===== config.mk =====
export PLATFORM = sky130hd
export DESIGN_NAME = mac_dot_seq_flat
export DESIGN_NICKNAME = d
export VERILOG_FILES = /design/src/rtl/mac_dot_seq_if.sv /design/src/rtl/mac_dot_seq.sv /design/src/flat_wrapper.sv
export SDC_FILE = /design/constraint.sdc
export NUM_CORES = 1
export LEC_CHECK = 0
export BUFFER_PORTS_ARGS = -buffer_cell sky130_fd_sc_hd__buf_4
export CORE_MARGIN = 4
export CORE_UTILIZATION = 50
export CTS_CLUSTER_SIZE = 16
export DETAILED_ROUTE_END_ITERATION = 10
export GPL_TIMING_DRIVEN = 1
export PLACE_DENSITY = 0.73
export SLEW_MARGIN = 5
export SYNTH_ARGS = -nofsm -noshare
export SYNTH_HDL_FRONTEND = slang
export SYNTH_SLANG_ARGS = --single-unit
export TNS_END_PERCENT = 5

===== constraint.sdc =====
create_clock -name clk -period 6.93 [get_ports clk]
set_clock_uncertainty 0.1 [all_clocks]
set_input_delay 0 -clock clk [delete_from_list [all_inputs] [get_ports clk]]
set_output_delay 0 -clock clk [all_outputs]
set_load 0.005 [all_outputs]

===== src/rtl/mac_dot_seq_if.sv =====
// Handshake and multiplier-side bus for the dot-product sequencer.
// master: operand fetch / result consumer / multiplier side; slave: sequencer.
interface mac_dot_seq_if #(
  parameter int MAC_CONF_WIDTH = 2,
  parameter int MAC_MIN_WIDTH  = 8,
  parameter int MAC_INT_WIDTH  = 40,
  parameter int MAC_ACC_WIDTH  = 48,
  parameter int LEN_WIDTH      = 8
);
  // job request
  logic                        start;
  logic [MAC_CONF_WIDTH-1:0]   cfg_in;
  logic [LEN_WIDTH-1:0]        len_in;
  logic                        busy;
  logic                        err;
  // operand stream
  logic                        op_valid;
  logic                        op_ready;
  logic [4*MAC_MIN_WIDTH-1:0]  op_a;
  logic [MAC_MIN_WIDTH-1:0]    op_b;
  // multiplier drive / product return
  logic [MAC_CONF_WIDTH-1:0]   mul_cfg;
  logic                        mul_en;
  logic [4*MAC_MIN_WIDTH-1:0]  mul_a;
  logic [MAC_MIN_WIDTH-1:0]    mul_b;
  logic [MAC_INT_WIDTH-1:0]    mul_c;
  // result
  logic                        res_valid;
  logic                        res_ready;
  logic [MAC_ACC_WIDTH-1:0]    res_data;

  modport master (
    output start, cfg_in, len_in, op_valid, op_a, op_b, mul_c, res_ready,
    input  busy, err, op_ready, mul_cfg, mul_en, mul_a, mul_b, res_valid, res_data
  );

  modport slave (
    input  start, cfg_in, len_in, op_valid, op_a, op_b, mul_c, res_ready,
    output busy, err, op_ready, mul_cfg, mul_en, mul_a, mul_b, res_valid, res_data
  );
endinterface


===== src/rtl/mac_dot_seq.sv =====
// Dot-product job sequencer around a combinational 4-lane MAC multiplier.
// Accepted beat -> mul_a/mul_b regs -> prod_reg -> accumulator; result
// offered on a valid/ready port once the pipeline has drained.
module mac_dot_seq #(
  parameter int MAC_CONF_WIDTH = 2,
  parameter int MAC_MIN_WIDTH  = 8,
  parameter int MAC_INT_WIDTH  = 40,
  parameter int MAC_ACC_WIDTH  = 48,
  parameter int LEN_WIDTH      = 8
) (
  input  logic           clk,
  input  logic           rst,
  mac_dot_seq_if.slave   bus
);

  // vld_pipe[0]: operands sit in mul_a/mul_b; vld_pipe[1]: product sits in prod_reg
  localparam int STAGES = 1;
  localparam logic [MAC_CONF_WIDTH-1:0] CFG_ILLEGAL = '1;

  typedef enum logic [1:0] {IDLE, RUN, DRAIN, DONE} state_t;

  state_t                      state;
  logic [LEN_WIDTH-1:0]        remaining;
  logic [STAGES:0]             vld_pipe;
  logic [MAC_CONF_WIDTH-1:0]   mul_cfg_q;
  logic                        busy_q, err_q, mul_en_q, res_valid_q;
  logic [4*MAC_MIN_WIDTH-1:0]  mul_a_q;
  logic [MAC_MIN_WIDTH-1:0]    mul_b_q;
  logic [MAC_INT_WIDTH-1:0]    prod_reg;
  logic [MAC_ACC_WIDTH-1:0]    acc;
  logic [MAC_ACC_WIDTH-1:0]    prod_ext;
  logic                        op_ready_w, accept, start_job;

  assign op_ready_w = (state == RUN) && (remaining != '0);
  assign accept     = bus.op_valid && op_ready_w;
  assign start_job  = (state == IDLE) && bus.start && (bus.cfg_in != CFG_ILLEGAL);

  // quad mode yields a signed product; narrower modes are unsigned
  always_comb begin
    prod_ext = MAC_ACC_WIDTH'(prod_reg);
    if (mul_cfg_q[1]) prod_ext = MAC_ACC_WIDTH'($signed(prod_reg));
  end

  // job control FSM; all control outputs are registered alongside the state
  always_ff @(posedge clk or posedge rst) begin
    if (rst) begin
      state       <= IDLE;
      remaining   <= '0;
      mul_cfg_q   <= '0;
      busy_q      <= 1'b0;
      err_q       <= 1'b0;
      mul_en_q    <= 1'b0;
      res_valid_q <= 1'b0;
    end else begin
      err_q <= 1'b0;
      case (state)
        IDLE: begin
          if (bus.start && bus.cfg_in == CFG_ILLEGAL) begin
            err_q <= 1'b1;
          end else if (start_job) begin
            mul_cfg_q <= bus.cfg_in;
            remaining <= bus.len_in;
            busy_q    <= 1'b1;
            if (bus.len_in == '0) begin
              state       <= DONE;
              res_valid_q <= 1'b1;
            end else begin
              state    <= RUN;
              mul_en_q <= 1'b1;
            end
          end
        end
        RUN: begin
          if (accept) begin
            remaining <= remaining - LEN_WIDTH'(1);
            if (remaining == LEN_WIDTH'(1)) state <= DRAIN;
          end
        end
        DRAIN: begin
          // stage 1 empty means the last product is being summed on this edge
          if (!vld_pipe[0]) begin
            state       <= DONE;
            mul_en_q    <= 1'b0;
            res_valid_q <= 1'b1;
          end
        end
        DONE: begin
          if (bus.res_ready) begin
            state       <= IDLE;
            res_valid_q <= 1'b0;
            busy_q      <= 1'b0;
            mul_cfg_q   <= '0;
          end
        end
        default: state <= IDLE;
      endcase
    end
  end

  // operand capture, product register and accumulate pipeline
  always_ff @(posedge clk or posedge rst) begin
    if (rst) begin
      vld_pipe <= '0;
      mul_a_q  <= '0;
      mul_b_q  <= '0;
      prod_reg <= '0;
      acc      <= '0;
    end else begin
      vld_pipe <= {vld_pipe[STAGES-1:0], accept};
      if (accept) begin
        mul_a_q <= bus.op_a;
        mul_b_q <= bus.op_b;
      end
      if (vld_pipe[0]) prod_reg <= bus.mul_c;
      if (start_job)             acc <= '0;
      else if (vld_pipe[STAGES]) acc <= acc + prod_ext;
    end
  end

  assign bus.op_ready  = op_ready_w;
  assign bus.busy      = busy_q;
  assign bus.err       = err_q;
  assign bus.mul_cfg   = mul_cfg_q;
  assign bus.mul_en    = mul_en_q;
  assign bus.mul_a     = mul_a_q;
  assign bus.mul_b     = mul_b_q;
  assign bus.res_valid = res_valid_q;
  assign bus.res_data  = acc;

endmodule


===== src/flat_wrapper.sv =====
// flat-port wrapper written by rule: the top's interface ports become plain ports
module mac_dot_seq_flat 
#(
  parameter int MAC_CONF_WIDTH = 2,
  parameter int MAC_MIN_WIDTH  = 8,
  parameter int MAC_INT_WIDTH  = 40,
  parameter int MAC_ACC_WIDTH  = 48,
  parameter int LEN_WIDTH      = 8
)
  (clk, rst, bus_start, bus_cfg_in, bus_len_in, bus_op_valid, bus_op_a, bus_op_b, bus_mul_c, bus_res_ready, bus_busy, bus_err, bus_op_ready, bus_mul_cfg, bus_mul_en, bus_mul_a, bus_mul_b, bus_res_valid, bus_res_data);
  mac_dot_seq_if #(.MAC_CONF_WIDTH(MAC_CONF_WIDTH), .MAC_MIN_WIDTH(MAC_MIN_WIDTH), .MAC_INT_WIDTH(MAC_INT_WIDTH), .MAC_ACC_WIDTH(MAC_ACC_WIDTH), .LEN_WIDTH(LEN_WIDTH)) bus_i ();
  input  logic clk;
  input  logic rst;
  input wire logic [$bits(bus_i.start)-1:0] bus_start;
  input wire logic [$bits(bus_i.cfg_in)-1:0] bus_cfg_in;
  input wire logic [$bits(bus_i.len_in)-1:0] bus_len_in;
  input wire logic [$bits(bus_i.op_valid)-1:0] bus_op_valid;
  input wire logic [$bits(bus_i.op_a)-1:0] bus_op_a;
  input wire logic [$bits(bus_i.op_b)-1:0] bus_op_b;
  input wire logic [$bits(bus_i.mul_c)-1:0] bus_mul_c;
  input wire logic [$bits(bus_i.res_ready)-1:0] bus_res_ready;
  output wire logic [$bits(bus_i.busy)-1:0] bus_busy;
  output wire logic [$bits(bus_i.err)-1:0] bus_err;
  output wire logic [$bits(bus_i.op_ready)-1:0] bus_op_ready;
  output wire logic [$bits(bus_i.mul_cfg)-1:0] bus_mul_cfg;
  output wire logic [$bits(bus_i.mul_en)-1:0] bus_mul_en;
  output wire logic [$bits(bus_i.mul_a)-1:0] bus_mul_a;
  output wire logic [$bits(bus_i.mul_b)-1:0] bus_mul_b;
  output wire logic [$bits(bus_i.res_valid)-1:0] bus_res_valid;
  output wire logic [$bits(bus_i.res_data)-1:0] bus_res_data;
  assign bus_i.start = bus_start;
  assign bus_i.cfg_in = bus_cfg_in;
  assign bus_i.len_in = bus_len_in;
  assign bus_i.op_valid = bus_op_valid;
  assign bus_i.op_a = bus_op_a;
  assign bus_i.op_b = bus_op_b;
  assign bus_i.mul_c = bus_mul_c;
  assign bus_i.res_ready = bus_res_ready;
  assign bus_busy = bus_i.busy;
  assign bus_err = bus_i.err;
  assign bus_op_ready = bus_i.op_ready;
  assign bus_mul_cfg = bus_i.mul_cfg;
  assign bus_mul_en = bus_i.mul_en;
  assign bus_mul_a = bus_i.mul_a;
  assign bus_mul_b = bus_i.mul_b;
  assign bus_res_valid = bus_i.res_valid;
  assign bus_res_data = bus_i.res_data;
  mac_dot_seq #(.MAC_CONF_WIDTH(MAC_CONF_WIDTH), .MAC_MIN_WIDTH(MAC_MIN_WIDTH), .MAC_INT_WIDTH(MAC_INT_WIDTH), .MAC_ACC_WIDTH(MAC_ACC_WIDTH), .LEN_WIDTH(LEN_WIDTH)) u_core (.clk(clk), .rst(rst), .bus(bus_i));
endmodule

# Yosys cells after proc, flatten, opt, wreduce, memory -nomap -nowiden
# Cells that the tools add are included.
# totals
regBits	146
output_inout_bits	95
elab_cells	80
# op_classes
addsub	2
n_eq_ne	14
muxes	34
reduce_logical	18
# ops
op	count
2-to-1 mux 48 bit	3
adder 48 bit	1
2-to-1 mux 8 bit	3
2-to-1 mux 2 bit	9
one-hot mux 8 bit (2 select lines)	1
inequality test 2 bit, second input constant	7
2-to-1 mux 1 bit	13
AND reduction 6 bit	2
equality test 8 x 1 -> 1 bit, second input constant	1
logical NOT 8 bit	1
one-hot mux 2 bit (4 select lines)	1
AND reduction 4 bit	2
nonzero test 2 bit	4
nonzero test 8 bit	1
subtractor 8 x 1 -> 8 bit, second input constant	1
equality test 2 bit, second input constant	3
logical AND 1 bit	5
AND reduction 5 bit	1
inequality test 2 x 1 -> 1 bit, second input constant	2
one-hot mux 1 bit (2 select lines)	2
one-hot mux 2 bit (2 select lines)	1
one-hot mux 1 bit (3 select lines)	1
nonzero test 3 bit	1
equality test 2 x 1 -> 1 bit, second input constant	1
logical NOT 2 bit	1

# Longest topological paths before layout
# Gate-level depths: netlist of the first run.
# logic_depth
word_depth	6
mapped_depth	12
mapped_depth_nobuf	12

# Worst setup path before layout of the first run
# Ideal clock, no wire load.
# synth_path
path_type	register to register
start	register u_core.acc[0], in the netlist u_core.bus.res_data[0]
end	register u_core.acc[40], in the netlist u_core.bus.res_data[40]
arrival_time_ns	2.657
required_ns	6.698
path_slack_ns	4.042
path_stages_with_launch	13
path_buffers	0
path_cell_list	dfrtp_1 ha_1 inv_1 fa_1 nor2b_1 o211ai_1 a2111oi_4 o311ai_4 o311ai_0 o221ai_1 xnor2_1 mux2i_1 nor2_1
# synth_via
elab_chain_len	3
# synth_rtl
element	line	text
start, declared	mac_dot_seq.sv:30	logic [MAC_ACC_WIDTH-1:0] acc;
start signal, assigned	mac_dot_seq.sv:116	else if (vld_pipe[STAGES]) acc <= acc + prod_ext;
adder 48 bit	mac_dot_seq.sv:116	
2-to-1 mux 48 bit	mac_dot_seq.sv:116	
2-to-1 mux 48 bit	mac_dot_seq.sv:115	if (start_job) acc <= '0;
# No other way between the ends. The select of a mux whose other input is x is not followed.
# A chain may end at the register's enable or synchronous reset.

# Final worst setup path of the first run
# layout_path
start	register u_core.state[1]
end	register u_core.remaining[0]
# layout_via
elab_chain_len	5
# layout_rtl
element	line	text
start, declared	mac_dot_seq.sv:22	state_t state;
start signal, assigned	mac_dot_seq.sv:47	state <= IDLE;
start signal, assigned	mac_dot_seq.sv:65	state <= DONE;
start signal, assigned	mac_dot_seq.sv:68	state <= RUN;
equality test 2 x 1 -> 1 bit / logical NOT 2 bit (equally long branches)	mac_dot_seq.sv:34, mac_dot_seq.sv:56, mac_dot_seq.sv:36	
logical AND 1 bit, on equally long branches	mac_dot_seq.sv:34, mac_dot_seq.sv:36	
logical AND 1 bit, on equally long branches	mac_dot_seq.sv:35, mac_dot_seq.sv:36	
inequality test 2 x 1 -> 1 bit (no line)	--	
AND reduction 4 bit (no line)	--	
end signal, assigned	mac_dot_seq.sv:62	remaining <= bus.len_in;
end signal, assigned	mac_dot_seq.sv:75	remaining <= remaining - LEN_WIDTH'(1);
end, declared	mac_dot_seq.sv:23	logic [LEN_WIDTH-1:0] remaining;
# Several ways; a longest one is shown, not always the timed one.

==> results.md, run 1 <==
* Worst Path Required at 7.12 ns
* CTS tree: built
* Worst EP arrival at 3.60 ns
* Post-DP HPWL at 15.80 mm
* GRT Total Usage at 24.79%
* Worst setup SP type: register
* # diodes at 0
* Ys async rst share at 100.0%
* Hold-fix buffers at CTS at 95
* Crit. End Element: register
* Placed Cells at roughly 1,300
* Hold WS at 0.06278 ns
* Clock sinks at 146
* Worst R2R Setup Slack at 3.52 ns
* Core Box Area at 16,700 µm²
* Critical path capture point: u_core.remaining[0]
* Cells after Synth at 938
* Reg-to-Reg Start: u_core.state[1]
* Pwr Total at 5.841 mW
* First-pass GRT wire length at 39.58 mm
* Crit path time final at 3.411 ns
* Pwr/cell area at 499.0 nW/µm²
* Post-synth cell types at 64
* Fmax achieved at between 200 and 300 MHz
* Worst r2r path cells at 9
* Cell breakdown of the critical path: inv_1 > ha_1 > a21boi_0 > nand2_1 > buf_4 > a21oi_1 > o21ai_0 > nand2_1 > o21ai_0
* Via count at 7,912
* Num CTS Buffers at 17
* Die Ht at 139.1 µm
* Outcome: finished, final reports clean
* Slew HR at 25.69%
* Synth warn at 0
* Fin. Hold Viols at 0
* Post-CTS Repair Setup Buffers at 0
* Drt drc at 0
* Finished Layout Cells at between 1,000 and 1,500
* Share of cells above drive strength 1 at 22.95%
* Synth-to-Final Area Change at 36.10%
* Pin count of the biggest net entering global routing at 77
* Mapped Nets at 1,088
* Avg Cell Area, Syn at roughly 9 µm²
* Synthesized flop and latch total at ~150
* Synth Flop Type: dfrtp_1
* Post-synthesis sequential area ratio at 42.49%
* H-tree depth at 4
* Number of DRC markers in iteration 0 at 537
* Initial antenna violation count at 0
* Setup_tns at 0 ns
* Number of routed nets with antenna violations at 0
* Clock Path Buffers at 2
* Boundary Pins at 190
* Total gr overflow at 0
* Crit Path Category: reg -> reg
* Root Driver: clkbuf_16
* Buffers & Inverters on Critical Path at 2
* Reg2reg end: u_core.remaining[0]
* Leak pwr at 5.654 nW
* Gpl congestion at 0.8640
* Port Buffers at ~190
* Hold Path Class: in -> reg
* Wire length per cell at 16.80 µm
* Vias in the first global route at 8,000
* Post-Syn Area at ~8600 µm²
* Worst-path maximum fanout at 43
* Crit path from: u_core.state[1]
* CP top delay family: compound AO/OA/AOI/OAI gates
* Total length of routed wires at 24.20 mm
* EDFF count, synth at 0
* RSZ-0062 raised after global routing: false
* Final Util at 70.08%
* Final nets at 1,358
* CTS resizes at 0
* Critical-path top delay cell: a21oi_1
* Worst skew pair latency at around 0.42 ns
* Initial DRT Pass Iterations at 5
* Final Cycle Share at 49.22%
* Vias/cell at between 5 and 6
* Final Slew Violations at 0
* Die X-Extent at 139.1 µm
* Die area at 19,360 µm²
* Critical Path Stages at 9
* Number of cell rows at 47
* Max incr delay on CP at between 0.9 and 1 ns
* Peak supply drop at 0.0002879 V
* Clk pin slew, worst setup/hold paths at 0.06 ns
* # setup viols final at 0
* Max cap viols at 0
* Max reg flops at 48
* Slew at the pin closest to its max-slew limit at 1.115 ns
* Initial Utilization at 51.49%
-- through the flow --
stage | instance area [µm²] | setup WS (ns)
after floorplan | 8600 | 2.907
after global placement | 10200 | 3.723
after detailed placement | 10200 | 3.578
after CTS | 11700 | 3.573
after global routing | 11700 | 3.197
final | 11700 | 3.519
-- where the power goes --
part           switching [mW]  internal, mW  total [mW]  leakage, nW
clock network           0.367         0.502       0.868        0.262
registers               0.332          1.26        1.59         1.79
logic                    1.83          1.55        3.38         3.60
total                    2.52          3.32        5.84         5.65
-- synth_stat cells, drive strengths merged, types with 3 or more instances --
library cell  count  area (µm²)
o22ai             4       25.02
nand2           188       705.7
o21ai            50       254.0
a21oi            64       327.8
xor2             11       96.34
and3              6       37.54
nand3            22       110.1
buf               4       22.52
o211ai            6       45.04
o21a              4       30.03
a211oi           10       75.07
clkbuf           34       127.6
dfrtp           146        3654
nand2b           11       68.82
nor2b             8       50.05
or2               3       18.77
ha               54       675.7
mux2             39       439.2
o31ai             8       60.06
xnor2            21       183.9
nor3             13       65.06
nor4              5       31.28
o311ai            3       43.80
inv              28       105.1
a21o             17       127.6
a31oi            10       62.56
nand4             6       37.54
a221oi            6       58.80
nor2             73       274.0
mux2i            34       340.3
a22o              3       26.28
o21bai            4       30.03
a21boi            6       45.04
and2              8       50.05
-- worst reg2reg max path, cell delays in order (launching register included) --
cell	delay [ns]
dfrtp_1	0.42
inv_1	0.09
ha_1	0.64
a21boi_0	0.30
nand2_1	0.08
buf_4	0.27
a21oi_1	0.91
o21ai_0	0.26
nand2_1	0.12
o21ai_0	0.09
-- worst min-delay path by stage --
stage                                end  depth (start not counted)          from
floorplan            u_core.bus.mul_a[0]                          2   bus_op_a[0]
global placement    u_core.bus.mul_a[28]                          2           rst
detailed placement  u_core.bus.mul_a[26]                          2           rst
CTS                 u_core.bus.mul_a[11]                          5  bus_op_valid
global route        u_core.bus.mul_a[11]                          5  bus_op_valid
finish               u_core.bus.mul_a[0]                          5  bus_op_valid
-- logic make-up (layout without fill, tap and decap cells) --
group | Yosys count | after routing | synth area share, %
mux | 73 | 73 | 9.064
xor+xnor | 32 | 32 | 3.259
simple gates | 353 | 353 | 17.77
buf+inv | 66 | 348 | 2.968
compound gates | 213 | 213 | 16.37
fa+ha+maj | 55 | 55 | 8.090
flops | 146 | 146 | 42.49
-- layer usage --
layer,part of all wire [%],up-vias,GRT usage [%]
met5,0,-,0
met4,2.2,0,7.415
met3,6.2,47,7.379
met2,49,238,41.65
met1,43,3786,31.04
li1,-,3841,-
-- cell usage in the layout (no fill, tap or decap), types with 13 or more instances in the layout --
cell type	n
xnor2_1	21
buf_4	194
nand3_1	22
dfrtp_1	144
dlygate4sd3_1	95
clkbuf_16	17
a21o_1	17
o21ai_0	47
a21oi_1	61
ha_1	54
inv_1	27
nor2_1	73
mux2i_1	34
mux2_2	39
nand2_1	188
nor3_1	13
-- final cells by class --
cell class | count | area (µm²)
fill | 1278 | 4997
multi-input combinational | 726 | 4702
sequential | 146 | 3656
timing repair buffer | 289 | 2407
clock buffer | 19 | 442.9
tap | 220 | 275.3
clock inverter | 12 | 110.1
inverter | 28 | 110.1
Note: power is estimated with default switching activity, not from simulation.
==> run 2, diff against run 1 <==
--- a/config.mk
+++ b/config.mk
@@ -5,13 +5,14 @@
 export SDC_FILE = /design/constraint.sdc
 export NUM_CORES = 1
 export LEC_CHECK = 0
+export ABC_AREA = 1
 export BUFFER_PORTS_ARGS = -buffer_cell sky130_fd_sc_hd__buf_4
 export CORE_MARGIN = 4
 export CORE_UTILIZATION = 50
 export CTS_CLUSTER_SIZE = 16
 export DETAILED_ROUTE_END_ITERATION = 10
 export GPL_TIMING_DRIVEN = 1
-export PLACE_DENSITY = 0.73
+export PLACE_DENSITY = 0.75
 export SLEW_MARGIN = 5
 export SYNTH_ARGS = -nofsm -noshare
 export SYNTH_HDL_FRONTEND = slang
==> constraint.sdc (replaced) <==
create_clock -name clk -period 2.8 [get_ports clk]
set_clock_uncertainty 0.1 [all_clocks]
set_input_delay 0 -clock clk [delete_from_list [all_inputs] [get_ports clk]]
set_output_delay 0 -clock clk [all_outputs]
set_load 0.005 [all_outputs]
==> results.md, run 2 <==
* # setup viols final at 0 (unchanged)
* Leak pwr at 7.497 nW (+33%)
* Outcome: finished, final reports clean
* Synth top area share at 36.35% (-6.1 points)
* Via count at 10,340 (+31%)
* Pwr/cell area at 1076 nW/µm² (+120%)
* Crit. End Element: register
* Cells taking the most area after synthesis: dfrtp_1, nand2_1, inv_1
* Ys async rst share at 100.0% (unchanged)
* Clock sinks at 146 (unchanged)
* Number of DRC markers in iteration 0 at 661 (+23%)
* Worst skew pair latency at 0.43 ns (about the same)
* Pin count of the biggest net entering global routing at 101 (+31%)
* Area leader, netlist: dfrtp_1
* Synth warn at 0 (unchanged)
* Total gr overflow at 0 (unchanged)
* First-pass GRT wire length at 51.58 mm (+30%)
* GR peak layer: met2
* Reg2reg end: u_core.bus.mul_cfg[0]
* Hold Path Class: in -> reg
* Worst Path Required at 3.01 ns (-4.11 ns)
* EDFF count, synth at 0 (unchanged)
* Slew HR at 38.53% (+13 points)
* Die Ht at 149.8 µm (+7.6%)
* Clk pin slew, worst setup/hold paths at 0.07 ns (about the same)
* Max incr delay on CP at 0.57 ns (-0.34 ns)
* Post-synth cell types at 41 (-36%)
* Final Slew Violations at 0 (unchanged)
* Commonest non-fill, non-tap cells in the layout: nand2_1, inv_1, buf_4, dfrtp_1, dlygate4sd3_1
* CTS tree: built
* Max reg flops at 48 (unchanged)
* Worst EP arrival at 2.77 ns (-0.83 ns)
* Critical-path top delay cell: dlygate4sd3_1
* Post-synthesis sequential area ratio at 36.35% (-6.1 points)
* Clock Path Buffers at 2 (unchanged)
* Pwr Total at 14.38 mW (+150%)
* Met2 Use GR at 48.64% (+7.0 points)
* Worst r2r path cells at 8 (-1)
* Critical path capture point: u_core.bus.mul_cfg[0]
* Initial DRT Pass Iterations at 5 (unchanged)
* Vias in the first global route at 10,320 (+29%)
* Avg Cell Area, Syn at 6.758 µm² (-26%)
* Post-DP HPWL at 23.25 mm (+47%)
* Hold Path Origin: bus_start
* Post-Syn Area at 10,050 µm² (+17%)
* RSZ-0062 raised after global routing: false
* Fmax achieved at 390.8 MHz (+33%)
* Synth Flop Type: dfrtp_1
* H-tree depth at 4 (unchanged)
* Core Box Area at 19,590 µm² (+17%)
* Wire length per cell at 15.46 µm (-8.0%)
* Synthesized flop and latch total at 146 (unchanged)
* Worst setup SP type: register
* Reg-to-Reg Start: u_core.state[0]
* Met3 usage at 7.056% (-0.32 points)
* Initial antenna violation count at 0 (unchanged)
* Number of cell rows at 51 (+8.5%)
* Fin. Hold Viols at 0 (unchanged)
* Final Cycle Share at 91.39% (+42 points)
* GRT met1 Usage at 37.75% (+6.7 points)
* Initial Utilization at 51.30% (-0.19 points)
* Cells after Synth at 1,487 (+59%)
* Crit path from: u_core.state[0]
* Gpl congestion at 0.9110 (+5.4%)
* Count leader, synth: nand2_1
* Vias/cell at 5.033 (-8.4%)
* Root Driver: clkbuf_16
* Slew at the pin closest to its max-slew limit at 0.9220 ns (-0.1927 ns)
* Finished Cell Area at 13,370 µm² (+14%)
* Worst R2R Setup Slack at 0.24 ns (-3.28 ns)
* Peak supply drop at 0.0005653 V (+96%)
* Number of routed nets with antenna violations at 0 (unchanged)
* Crit path time final at 2.559 ns (-0.8520 ns)
* GRT Total Usage at 28.95% (+4.2 points)
* Port Buffers at 189 (unchanged)
* Final Util at 68.23% (-1.9 points)
* Area of placed instances at 11,810 µm² (+16%)
* Setup_tns at 0 ns (unchanged)
* Synth-to-Final Area Change at 32.99%
* Worst-path maximum fanout at 8 (-81%)
* Die X-Extent at 149.8 µm (+7.6%)
* Crit Path Category: reg -> reg
* CTS resizes at 0 (unchanged)
* Total length of routed wires at 31.77 mm (+31%)
* Share of cells above drive strength 1 at 19.11% (-3.8 points)
* Cell breakdown of the critical path: inv_1 > ha_1 > nand2_2 > a21oi_4 > nor2_2 > a211oi_1 > o22ai_1 > dlygate4sd3_1
* # diodes at 0 (unchanged)
* Fillers at 1,670 (+31%)
* Drt drc at 0 (unchanged)
* Final nets at 1,927 (+42%)
* Max cap viols at 0 (unchanged)
* Mapped Nets at 1,637 (+50%)
* Die area at 22,430 µm² (+16%)
* Most frequent cells after synthesis: nand2_1, inv_1, dfrtp_1, nor2_1, nand3_1
* Boundary Pins at 190 (unchanged)
* Commonest non-fill, non-tap cell in the layout: nand2_1
* Num CTS Buffers at 17 (unchanged)
## run 2: cell count changes after synthesis, moves of 15 or more
cell,change
a21oi_1,-15
a21o_1,-15
xnor2_1,-18
mux2i_1,-34
nand3_1,+36
nand2_1,+439
clkbuf_1,-27
nor2_1,+22
nor2_2,+21
inv_1,+215
## run 2: cell families after synthesis
kind of cell / count (synthesis) / share of synthesized area [%]
AO/OA/AOI/OAI: 117 / 6.673
flip-flops: 146 / 36.35
multiplexers: 39 / 4.370
adder cells (fa/ha/maj): 55 / 6.922
AND/OR/NAND/NOR: 846 / 34.55
buffers and inverters: 280 / 10.78
XOR/XNOR: 4 / 0.3487
## run 2: routing by layer
| metal | wire length (µm) | share of wire [%] | vias up |
|---|---|---|---|
| met4 | 579 | 1.8 | 0 |
| met2 | 15090 | 48 | 382 |
| li1 | - | - | 5131 |
| met1 | 13730 | 43 | 4786 |
| met5 | 0 | 0 | - |
| met3 | 2371 | 7.5 | 43 |
## run 2: worst max-delay path, delay by kind of cell (launching register included)
family / cells / cell delay, ns
adder cells (fa/ha/maj): 1 / 0.25
AND/OR/NAND/NOR: 2 / 0.18
buffers and inverters: 2 / 0.66
flip-flops: 1 / 0.42
AO/OA/AOI/OAI: 3 / 0.82
## run 2: per-stage QoR
stage / hold slack (ns) / setup WS (ns) / std cells
global route: 0.01997 / 0.05993 / 2055
finish: 0.02401 / 0.2412 / 2055
floorplan: 0.009615 / 0.8068 / 1487
CTS: 0.01198 / 0.2576 / 2055
global placement: -0.1771 / 0.3324 / 1927
detailed placement: -0.1744 / 0.3582 / 1927
## run 2: worst min-delay path by stage
stage | endpoint | slack (ns) | cells after the start
floorplan | u_core.bus.mul_a[0] | 0.01 | 2
global placement | u_core.bus.mul_a[12] | -0.18 | 2
detailed placement | u_core.bus.mul_a[12] | -0.17 | 2
CTS | u_core.bus.res_data[8] | 0.01 | 4
global route | u_core.bus.res_data[8] | 0.02 | 4
finish | u_core.bus.res_data[8] | 0.02 | 4
## run 2: report_power, final
part	internal (mW)	switching (mW)	total, mW
combinational	3.17	5.04	8.22
clock	1.31	1.04	2.35
sequential	3.04	0.769	3.81
total	7.53	6.85	14.4
## run 2: timing repair
item	CTS	global route
hold buffers	96	0
endpoints found under the hold margin	245	0
endpoints found under the setup margin	0	0
setup buffers	0	0
## run 2: final cells by class
cell class / count / area, µm² / area share, %
repair buffers: 294 / 2497 / 18.69
multi-input cells: 1061 / 5320 / 39.81
flip-flops and latches: 146 / 3655 / 27.35
clock inverters: 13 / 140.1 / 1.048
inverters: 257 / 968.4 / 7.246
clock buffers: 19 / 452.9 / 3.389
well taps: 265 / 331.6 / 2.481
